## src/rtl/sram_ecc_pkg.sv

```systemverilog
// Shared constants, FSM state type and the SECDED(39,32) encoder.
// Codeword layout: [31:0] data, [37:32] Hamming check bits, [38] overall parity.
package sram_ecc_pkg;

  localparam int DATA_W = 32;
  localparam int ECC_W  = 7;
  localparam int BITS   = DATA_W + ECC_W;
  localparam int ADDR_W = 11;

  typedef enum logic [1:0] {
    IDLE,
    RD_WAIT,
    RMW_RD,
    RMW_WR
  } state_t;

  // Row k selects the data bits whose Hamming position (3,5,6,7,9,...,38) has bit k set.
  localparam logic [5:0][DATA_W-1:0] H_MAT = {
    32'hFC000000,
    32'h03FFF800,
    32'h03FC07F0,
    32'hE3C3C78E,
    32'h9B33366D,
    32'h56AAAD5B
  };

  // Column j of H: the syndrome produced by a flip of data bit j.
  function automatic logic [5:0] h_col(input int j);
    logic [5:0] col;
    col = '0;
    for (int k = 0; k < 6; k++) begin
      col[k] = H_MAT[k][j];
    end
    return col;
  endfunction

  function automatic logic [ECC_W-1:0] enc(input logic [DATA_W-1:0] d);
    logic [ECC_W-1:0] c;
    c = '0;
    for (int k = 0; k < 6; k++) begin
      c[k] = ^(d & H_MAT[k]);
    end
    c[6] = ^{d, c[5:0]};
    return c;
  endfunction

endpackage

```

## src/rtl/secded_39_32_dec.sv

```systemverilog
// Combinational SECDED decoder: corrects any single flipped bit, flags double flips.
// On a double error the raw data bits pass through unchanged.
module secded_39_32_dec
  import sram_ecc_pkg::*;
(
  input  logic [BITS-1:0]   cw_i,
  output logic [DATA_W-1:0] data_o,
  output logic              err_corr_o,
  output logic              err_uncorr_o
);

  logic [5:0]        syn;
  logic              par;
  logic [DATA_W-1:0] flip;

  generate
    for (genvar gi = 0; gi < 6; gi++) begin : g_syn
      assign syn[gi] = (^(cw_i[DATA_W-1:0] & H_MAT[gi])) ^ cw_i[DATA_W+gi];
    end
    // Syndromes that point at a check bit match no data column, so data is left alone.
    for (genvar gi = 0; gi < DATA_W; gi++) begin : g_flip
      assign flip[gi] = par && (syn == h_col(gi));
    end
  endgenerate

  assign par          = ^cw_i;
  assign err_corr_o   = par;
  assign err_uncorr_o = !par && (syn != 6'd0);
  assign data_o       = cw_i[DATA_W-1:0] ^ flip;

endmodule

```

## src/rtl/sram_ecc_ctrl.sv

```systemverilog
// SECDED front-end for a 2048x39 single-port SRAM: encoded writes, corrected reads,
// and read-modify-write for byte-masked writes. RAM ports are driven combinationally.
module sram_ecc_ctrl
  import sram_ecc_pkg::*;
#(
  parameter int CNT_W = 16
) (
  input  logic              clk,
  input  logic              rst_n,
  input  logic              req_valid,
  output logic              req_ready,
  input  logic              req_we,
  input  logic [ADDR_W-1:0] req_addr,
  input  logic [DATA_W-1:0] req_wdata,
  input  logic [3:0]        req_be,
  output logic              rsp_valid,
  output logic [DATA_W-1:0] rsp_rdata,
  output logic              rsp_err_corr,
  output logic              rsp_err_uncorr,
  output logic [CNT_W-1:0]  corr_cnt,
  output logic              ram_ce,
  output logic              ram_we,
  output logic [ADDR_W-1:0] ram_addr,
  output logic [BITS-1:0]   ram_wd,
  output logic [BITS-1:0]   ram_wmask,
  input  logic [BITS-1:0]   ram_rd
);

  state_t            state_q;
  logic [ADDR_W-1:0] addr_q;
  logic [DATA_W-1:0] wdata_q;
  logic [3:0]        be_q;
  logic              rsp_valid_q;
  logic [DATA_W-1:0] rsp_rdata_q;
  logic              rsp_err_corr_q;
  logic              rsp_err_uncorr_q;
  logic [CNT_W-1:0]  corr_cnt_q;

  logic [DATA_W-1:0] dec_data;
  logic              dec_corr;
  logic              dec_uncorr;
  logic [DATA_W-1:0] merged_d;
  logic              accept;
  logic              be_full;
  logic              be_none;

  secded_39_32_dec u_dec (
    .cw_i        (ram_rd),
    .data_o      (dec_data),
    .err_corr_o  (dec_corr),
    .err_uncorr_o(dec_uncorr)
  );

  generate
    for (genvar gi = 0; gi < 4; gi++) begin : g_merge
      assign merged_d[8*gi +: 8] = be_q[gi] ? wdata_q[8*gi +: 8] : dec_data[8*gi +: 8];
    end
  endgenerate

  assign accept  = (state_q == IDLE) && req_valid;
  assign be_full = (req_be == 4'hF);
  assign be_none = (req_be == 4'h0);

  assign req_ready      = rst_n && (state_q == IDLE);
  assign rsp_valid      = rsp_valid_q;
  assign rsp_rdata      = rsp_rdata_q;
  assign rsp_err_corr   = rsp_err_corr_q;
  assign rsp_err_uncorr = rsp_err_uncorr_q;
  assign corr_cnt       = corr_cnt_q;

  // Gated by rst_n so the macro sees no access while reset is held, whatever the request.
  always_comb begin
    ram_ce    = 1'b0;
    ram_we    = 1'b0;
    ram_addr  = '0;
    ram_wd    = '0;
    ram_wmask = '0;
    if (rst_n) begin
      if (accept) begin
        if (!req_we) begin
          ram_ce   = 1'b1;
          ram_addr = req_addr;
        end else if (be_full) begin
          ram_ce    = 1'b1;
          ram_we    = 1'b1;
          ram_addr  = req_addr;
          ram_wd    = {enc(req_wdata), req_wdata};
          ram_wmask = '1;
        end else if (!be_none) begin
          ram_ce   = 1'b1;
          ram_addr = req_addr;
        end
      end else if (state_q == RMW_WR) begin
        ram_ce    = 1'b1;
        ram_we    = 1'b1;
        ram_addr  = addr_q;
        ram_wd    = {enc(wdata_q), wdata_q};
        ram_wmask = '1;
      end
    end
  end

  always_ff @(posedge clk or negedge rst_n) begin
    if (!rst_n) begin
      state_q          <= IDLE;
      addr_q           <= '0;
      wdata_q          <= '0;
      be_q             <= '0;
      rsp_valid_q      <= 1'b0;
      rsp_rdata_q      <= '0;
      rsp_err_corr_q   <= 1'b0;
      rsp_err_uncorr_q <= 1'b0;
      corr_cnt_q       <= '0;
    end else begin
      rsp_valid_q <= 1'b0;
      case (state_q)
        IDLE: begin
          if (req_valid) begin
            if (!req_we) begin
              state_q <= RD_WAIT;
            end else if (!be_full && !be_none) begin
              addr_q  <= req_addr;
              wdata_q <= req_wdata;
              be_q    <= req_be;
              state_q <= RMW_RD;
            end
          end
        end
        RD_WAIT: begin
          rsp_valid_q      <= 1'b1;
          rsp_rdata_q      <= dec_data;
          rsp_err_corr_q   <= dec_corr;
          rsp_err_uncorr_q <= dec_uncorr;
          if (dec_corr && (corr_cnt_q != '1)) begin
            corr_cnt_q <= corr_cnt_q + CNT_W'(1);
          end
          state_q <= IDLE;
        end
        RMW_RD: begin
          if (dec_uncorr) begin
            // Abandon the merge: rewriting would bake the corrupted bytes into a clean codeword.
            rsp_valid_q      <= 1'b1;
            rsp_rdata_q      <= '0;
            rsp_err_corr_q   <= 1'b0;
            rsp_err_uncorr_q <= 1'b1;
            state_q          <= IDLE;
          end else begin
            wdata_q <= merged_d;
            if (dec_corr && (corr_cnt_q != '1)) begin
              corr_cnt_q <= corr_cnt_q + CNT_W'(1);
            end
            state_q <= RMW_WR;
          end
        end
        RMW_WR: begin
          state_q <= IDLE;
        end
        default: begin
          state_q <= IDLE;
        end
      endcase
    end
  end

endmodule

```

## config.mk

```make
export PLATFORM = sky130hd
export DESIGN_NAME = sram_ecc_ctrl
export DESIGN_NICKNAME = d
export VERILOG_FILES = /design/src/rtl/sram_ecc_pkg.sv /design/src/rtl/secded_39_32_dec.sv /design/src/rtl/sram_ecc_ctrl.sv
export SDC_FILE = /design/constraint.sdc
export NUM_CORES = 1
export LEC_CHECK = 0
export ABC_CLOCK_PERIOD_IN_PS = 5090
export CAP_MARGIN = 30
export CELL_PAD_IN_SITES_DETAIL_PLACEMENT = 1
export CELL_PAD_IN_SITES_GLOBAL_PLACEMENT = 1
export CORE_UTILIZATION = 36
export CTS_CLUSTER_DIAMETER = 120
export DETAILED_ROUTE_END_ITERATION = 16
export PLACE_DENSITY = 0.88
export SYNTH_ARGS = -nofsm -noshare
export SYNTH_HDL_FRONTEND = slang
export SYNTH_HIERARCHICAL = 1
export SYNTH_SLANG_ARGS = --single-unit
```

## constraint.sdc

```tcl
create_clock -name clk -period 5.09 [get_ports clk]
set_input_delay 1.527 -clock clk [delete_from_list [all_inputs] [get_ports clk]]
set_output_delay 1.527 -clock clk [all_outputs]
set_load 0.01 [all_outputs]
```

==> impl_metrics.yaml, run 1 <==
run_status:
  outcome: "finished, violations left"
  violations: "negative setup slack"
die:
  die_w_um: 150
  pin_count: 233
  row_count: 53
  coreArea_sq_um: 21200
  dieArea_sq_um: 22500
  start_util_pct: 37.1
  die_h_um: 150
placed_design:
  io_buffers: 232
  dp_slack_ns: -0.975
  gp_congestion: 0.909
  dp.cells: 1367
  dp_hpwl_mm: 22.8
  post_dp_cell_area_sq_um: 10800
drt:
  finalWirelength_mm: 32.0
  drt_iter0_drc: 361
  vias_per_cell: 5.42
  postRouteAntennaNets: 0
  first_pass_iters: 5
  wl_per_cell_um: 22.9
  vias: 7572
  drc: 0
sta:
  tns_ns: -0.278
  hold_viol_final: 0
  layout_min_cycle_time_ns: 5.37
  drv_slew: 0
  rsz0062_at_grt: "true"
  worst_slack_ns: -0.278
  skew_ns: 0.0116
  setup_violations: 1
  period_share_pct: 105
  maxSlewHeadroom_pct: 34.1
  timing.fmax_ghz: 0.186
  worstMarginPinSlew_ns: 0.988
power_and_ir_drop:
  netSwitchingFraction_pct: 44.7
  p_leak_nw: 5.78
  p_int_mw: 4.14
  pwr-share-clk_pct: 9.4
  p_per_area_nw_per_um2: 648
  seq_power_share_pct: 19.8
  ir_worst_vdd_uv: 630
  power_frac_comb_pct: 70.8
  p_sw_mw: 3.35
synth:
  synth_nets: 946
  yosys-top-cells-area: "dfrtp_1 32%, xnor2_1 15%, xor2_1 7.2%"
  avgSynthCellArea_sq_um: 9.26
  synthCells: 850
  async_reset_ff_share_pct: 100
  yosysTopAreaCell: "dfrtp_1"
  ys_seq_elements: 100
  synth_edf_count: 0
  netlist.area_leader.share_pct: 31.8
  ys_warn_count: 6
  synth_cell_types: 49
  seq_area_frac_synth_pct: 31.8
  synth_ff_type: "dfrtp_1"
  syn_area_sq_um: 7870
clocking:
  insertion_delay_ns: 0.36
  cts.clk_slew.worst_paths_ns: 0.08
  htreeDepth: 3
  cts_buffers: 9
  root_buffer: "clkbuf_16"
  cts.sinks: 100
  ctsHoldBuffers: 0
  cts_buffer_depth: 2
  cts_tree: "done"
setup_path:
  regToRegSetupSlack_ns: 1.99
  worst-path-buf-inv: 3
  critical_path_required_ns: 3.56
  critPathSlowestCell: "xnor3_1"
  path_common_cell: "xnor3_1"
  worst-r2r-cell-count: 10
  path_delay_family: "XOR/XNOR gates"
  cpPeakStageDelay_ns: 0.48
  r2r_start: "state_q[0]$_DFFE_PN0P_"
  cp-end-kind: "output pin"
  cp_cell_sequence: "buf_2 -> xnor3_1 -> xor2_2 -> xnor2_2 -> xnor2_1 -> buf_4 -> xnor3_1 -> xnor3_1 -> o21a_1 -> buf_2"
  cp_max_fo: 2
  start_kind: "input pin"
  worst-endpoint-arrival_ns: 3.84
  path_class: "input pin to output pin"
  reg2reg_to: "wdata_q[21]$_DFFE_PN0P_"
global_routing:
  grt_max_degree: 63
  grt_overflow_total: 0
  grt_antenna_before_repair: 4
  grt_first_pass_wirelength_mm: 47.1
  grt_pass1_vias: 7920
  grtUsageTotal_pct: 28.3
worst_hold_path:
  holdPathStages: 1
  hold_class: "register to register"
  worstHoldEndpoint: "corr_cnt[15]$_DFFE_PN0P_"
  worstHoldStart: "corr_cnt[15]$_DFFE_PN0P_"
cells_and_area:
  multi_input_area_sq_um: 5270
  final_area_sq_um: 11600
  seq_area_sq_um: 2500
  area_growth_pct: 46.8
  final_cells: 1398
  nNetsFinal: 1211
  finish.utilization_pct: 54.4
  fillers: 2386
  drive_gt1_share_pct: 19.0
flow_run:
  cap_violations: 0
## flip-flops by register name (all words and copies together) (netlist names)
name,count
be_q,4
rsp_rdata,32
state_q,2
addr_q,11
corr_cnt,16
rsp_valid,1
rsp_err_corr,1
rsp_err_uncorr,1
wdata_q,32
## synthesized netlist by cell type (17+ instances only)
library cell / n
a21oi_1: 54
dfrtp_1: 100
buf_4: 39
nor2_1: 48
mux2i_1: 33
o21ai_0: 40
mux2_2: 17
xor2_1: 65
nand2_1: 137
clkbuf_1: 30
xnor2_1: 137
a22o_1: 33
xnor3_1: 19
## placed cells by master (no fill, tap or decap), types with 39 or more instances in the layout
cell             synthesis  final
dlygate4sd2_1            0     53
xnor2_1                137    120
xor2_1                  65     56
a21oi_1                 54     46
nor2_1                  48     48
dlymetal6s2s_1           0     39
o21ai_0                 40     40
buf_4                   39     81
nand2_1                137    137
dfrtp_1                100    100
clkdlybuf4s50_1          0    113
## power by group through the flow
stage	registers, mW	clock network (mW)	logic [mW]
2_1_floorplan	1.42	0	3.42
3_3_place_gp	1.45	0	4.86
3_5_place_dp	1.47	0	5.08
4_1_cts	1.46	0.715	5.19
5_1_grt	1.51	0.740	5.69
6_report	1.48	0.704	5.30
## cell type report
type                            instances  share of cell area, %
Sequential cell                       100                   21.7
Timing Repair Buffer                  327                   27.0
Tap cell                              275                   2.98
Clock inverter                          6                  0.466
Multi-Input combinational cell        672                   45.6
Clock buffer                           10                   2.07
Antenna cell                            3                 0.0650
Inverter                                5                  0.162
## cell families (layout without fill, tap and decap cells)
family | Yosys count | count (layout) | share of synthesized area, %
DFF | 100 | 100 | 31.8
other | 0 | 3 | 0
buffers and inverters | 78 | 348 | 5.61
and+or+nand+nor | 237 | 237 | 13.0
xor gates and xnor gates | 233 | 233 | 30.6
muxes | 50 | 50 | 6.63
AOI/OAI and AO/OA | 146 | 146 | 11.4
adders and majority gates | 6 | 6 | 0.954
## worst reg2reg max path: cells and delay by family (launching register included)
| family | cells | cell delay, ns |
|---|---|---|
| and+or+nand+nor | 4 | 1.22 |
| AOI/OAI and AO/OA | 2 | 0.36 |
| buffers and inverters | 3 | 0.59 |
| adders and majority gates | 1 | 0.37 |
| DFF | 1 | 0.41 |
## stage by stage
step	hold slack (ns)	total power, mW
2_1_floorplan	0.481	4.84
3_3_place_gp	0.481	6.30
3_5_place_dp	0.485	6.55
4_1_cts	0.505	7.36
5_1_grt	0.519	7.93
6_report	0.502	7.49
## timing repair
item	in CTS	in global routing
gates resized for setup	167	66
buffers inserted	6	4
cloned	1	1
setup endpoints to repair	58	46
pin swaps	24	13
## worst max-delay path by stage
stage	start	endpoint	slack, ns	cells after the start
after floorplan	req_wdata[15]	ram_wd[38]	0.32	7
after global placement	req_wdata[14]	ram_wd[38]	-0.87	9
after detailed placement	req_wdata[14]	ram_wd[38]	-0.98	9
after CTS	req_wdata[24]	ram_wd[38]	-0.27	10
after global routing	req_wdata[10]	ram_wd[38]	-0.34	10
final	req_wdata[10]	ram_wd[38]	-0.28	10
## per-layer routing
metal	vias up	GRT usage, %	part of all wire [%]
li1	3332	-	-
met1	3781	33.9	39
met2	351	48.4	49
met3	108	5.09	6.0
met4	0	14.7	5.2
met5	-	0	0
Note: power is estimated with default switching activity, not from simulation.
==> run 2: changes to the inputs <==
CELL_PAD_IN_SITES_DETAIL_PLACEMENT = 0   (was 1)
CELL_PAD_IN_SITES_GLOBAL_PLACEMENT = 2   (was 1)
CORE_UTILIZATION = 29   (was 36)
MAX_ROUTING_LAYER = met4   (was unset)
SKIP_CTS_REPAIR_TIMING = 1   (was unset)
==> impl_metrics.yaml, run 2 (same netlist as run 1, synthesis figures left out) <==
drt:
  drt_iter0_drc: 365
  postRouteAntennaNets: 0
  vias: 6977
  drc: 0
  wl_per_cell_um: 18.4
  first_pass_iters: 4
  vias_per_cell: 4.73
  finalWirelength_mm: 27.1
power_and_ir_drop:
  ir_worst_vdd_uv: 615
  finalPower_mw: 7.18
  p_per_area_nw_per_um2: 602
  p_leak_nw: 6.41
sta:
  skew_ns: 0.00927
  hold_viol_final: 0
  layout_min_cycle_time_ns: 5.20
  setup_violations: 1
  timing.fmax_ghz: 0.192
  worst_slack_ns: -0.111
  tns_ns: -0.111
  maxSlewHeadroom_pct: 40.0
  drv_slew: 0
  rsz0062_at_grt: "true"
  worstMarginPinSlew_ns: 0.899
  period_share_pct: 102
  holdWs_ns: 0.501
setup_path:
  reg2reg_to: "wdata_q[14]$_DFFE_PN0P_"
  cp-end-kind: "output pin"
  worst-r2r-cell-count: 10
  cp-endpoint: "ram_wd[38]"
  worst-endpoint-arrival_ns: 3.67
  r2r_start: "state_q[0]$_DFFE_PN0P_"
  regToRegSetupSlack_ns: 2.31
  cp_max_fo: 2
  start_kind: "input pin"
  path_class: "input pin to output pin"
  setup.worst_path.start: "req_wdata[12]"
  critical_path_required_ns: 3.56
die:
  row_count: 59
  coreArea_sq_um: 26400
  pin_count: 233
  start_util_pct: 29.9
  die_h_um: 167
  dieArea_sq_um: 27800
  die_w_um: 167
cells_and_area:
  nNetsFinal: 1230
  final_common_cell: "nand2_1"
  final_area_sq_um: 11900
  most-common-layout-cells: "136 x nand2_1, 126 x xnor2_1, 126 x clkdlybuf4s50_1, 100 x dfrtp_1, 100 x buf_4"
  area_growth_pct: 51.5
  drive_gt1_share_pct: 18.6
global_routing:
  grt_first_pass_wirelength_mm: 40.5
  grtUsageTotal_pct: 19.7
  grt_use_met1_pct: 26.4
  grt_pass1_vias: 6865
  use_met2_pct: 31.8
  grt_max_degree: 45
  use_met3_pct: 3.30
  grt-busiest-layer: "met2"
  grt_antenna_before_repair: 2
  grt_overflow_total: 0
worst_hold_path:
  hold_class: "register to register"
clocking:
  root_buffer: "clkbuf_16"
  htreeDepth: 3
  cts_buffer_depth: 2
  cts_buffers: 9
  cts.sinks: 100
  insertion_delay_ns: 0.35
  cts_tree: "done"
  cts.clk_slew.worst_paths_ns: 0.07
run_status:
  outcome: "finished, violations left"
  violations: "negative setup slack"
flow_run:
  cap_violations: 0
placed_design:
  dp_hpwl_mm: 21.3
  gp_congestion: 0.900
  io_buffers: 232
  dp_slack_ns: -0.930
  post_dp_cell_area_sq_um: 11100
-- run 2: cell types whose count changed in the layout (fill, tap and decap cells not counted), sizes merged --
cell and delta:
clkbuf +8, bufbuf -1, clkinv -3, diode -1, clkdlybuf4s15 -11, inv +1, clkdlybuf4s50 +13, dlymetal6s2s +52
dlygate4sd2 -53, buf +13
-- run 2: per-layer routing --
layer	wire length (um)	up-vias
li1	-	3373
met1	12600	3368
met2	12800	218
met3	1490	18
met4	274	0
met5	0	-
-- run 2: area by class of cell --
type / instances / area, sq um
fill: 2544 / 14400
multi-input combinational: 672 / 5250
timing repair buffer: 346 / 3450
sequential: 100 / 2500
tap: 335 / 419
clock buffer: 12 / 246
clock inverter: 4 / 37.5
inverter: 5 / 18.8
antenna: 2 / 5.00
-- run 2: metrics by stage --
stage / std cells / utilization, %
after global placement: 1452 / 42.1
after CTS: 1469 / 43.3
after floorplan: 850 / -
after global routing: 1476 / 45.3
final: 1476 / 45.3
after detailed placement: 1453 / 42.2
-- run 2: worst max-delay path, stage by stage --
cell	delay, ns
clkbuf_2	0.13
xor2_4	0.27
xnor2_4	0.16
xnor2_2	0.15
xnor3_1	0.46
xnor3_1	0.39
xnor3_1	0.22
o21a_1	0.22
buf_2	0.15
-- run 2: report_power, final --
part | switching, mW | total, mW | internal (mW)
clock network | 0.345 | 0.701 | 0.356
registers | 0.311 | 1.44 | 1.13
logic | 2.39 | 5.04 | 2.66
-- run 2: how the worst min path moves through the flow --
stage,startpoint,to,slack [ns],depth (start not counted)
6_report,rsp_rdata[3]$_DFFE_PN0P_,rsp_rdata[3]$_DFFE_PN0P_,0.50,1
5_1_grt,rsp_rdata[3]$_DFFE_PN0P_,rsp_rdata[3]$_DFFE_PN0P_,0.52,1
4_1_cts,corr_cnt[5]$_DFFE_PN0P_,corr_cnt[5]$_DFFE_PN0P_,0.50,1
3_5_place_dp,rsp_rdata[1]$_DFFE_PN0P_,rsp_rdata[1]$_DFFE_PN0P_,0.48,1
3_3_place_gp,corr_cnt[5]$_DFFE_PN0P_,corr_cnt[5]$_DFFE_PN0P_,0.48,1
2_1_floorplan,addr_q[0]$_DFFE_PN0P_,addr_q[0]$_DFFE_PN0P_,0.48,1
==> run 3: changes to the inputs <==
SLEW_MARGIN = 5   (was unset)
==> results of run 3 <==
Final layout, timing and power as in run 2 (identical DEF).
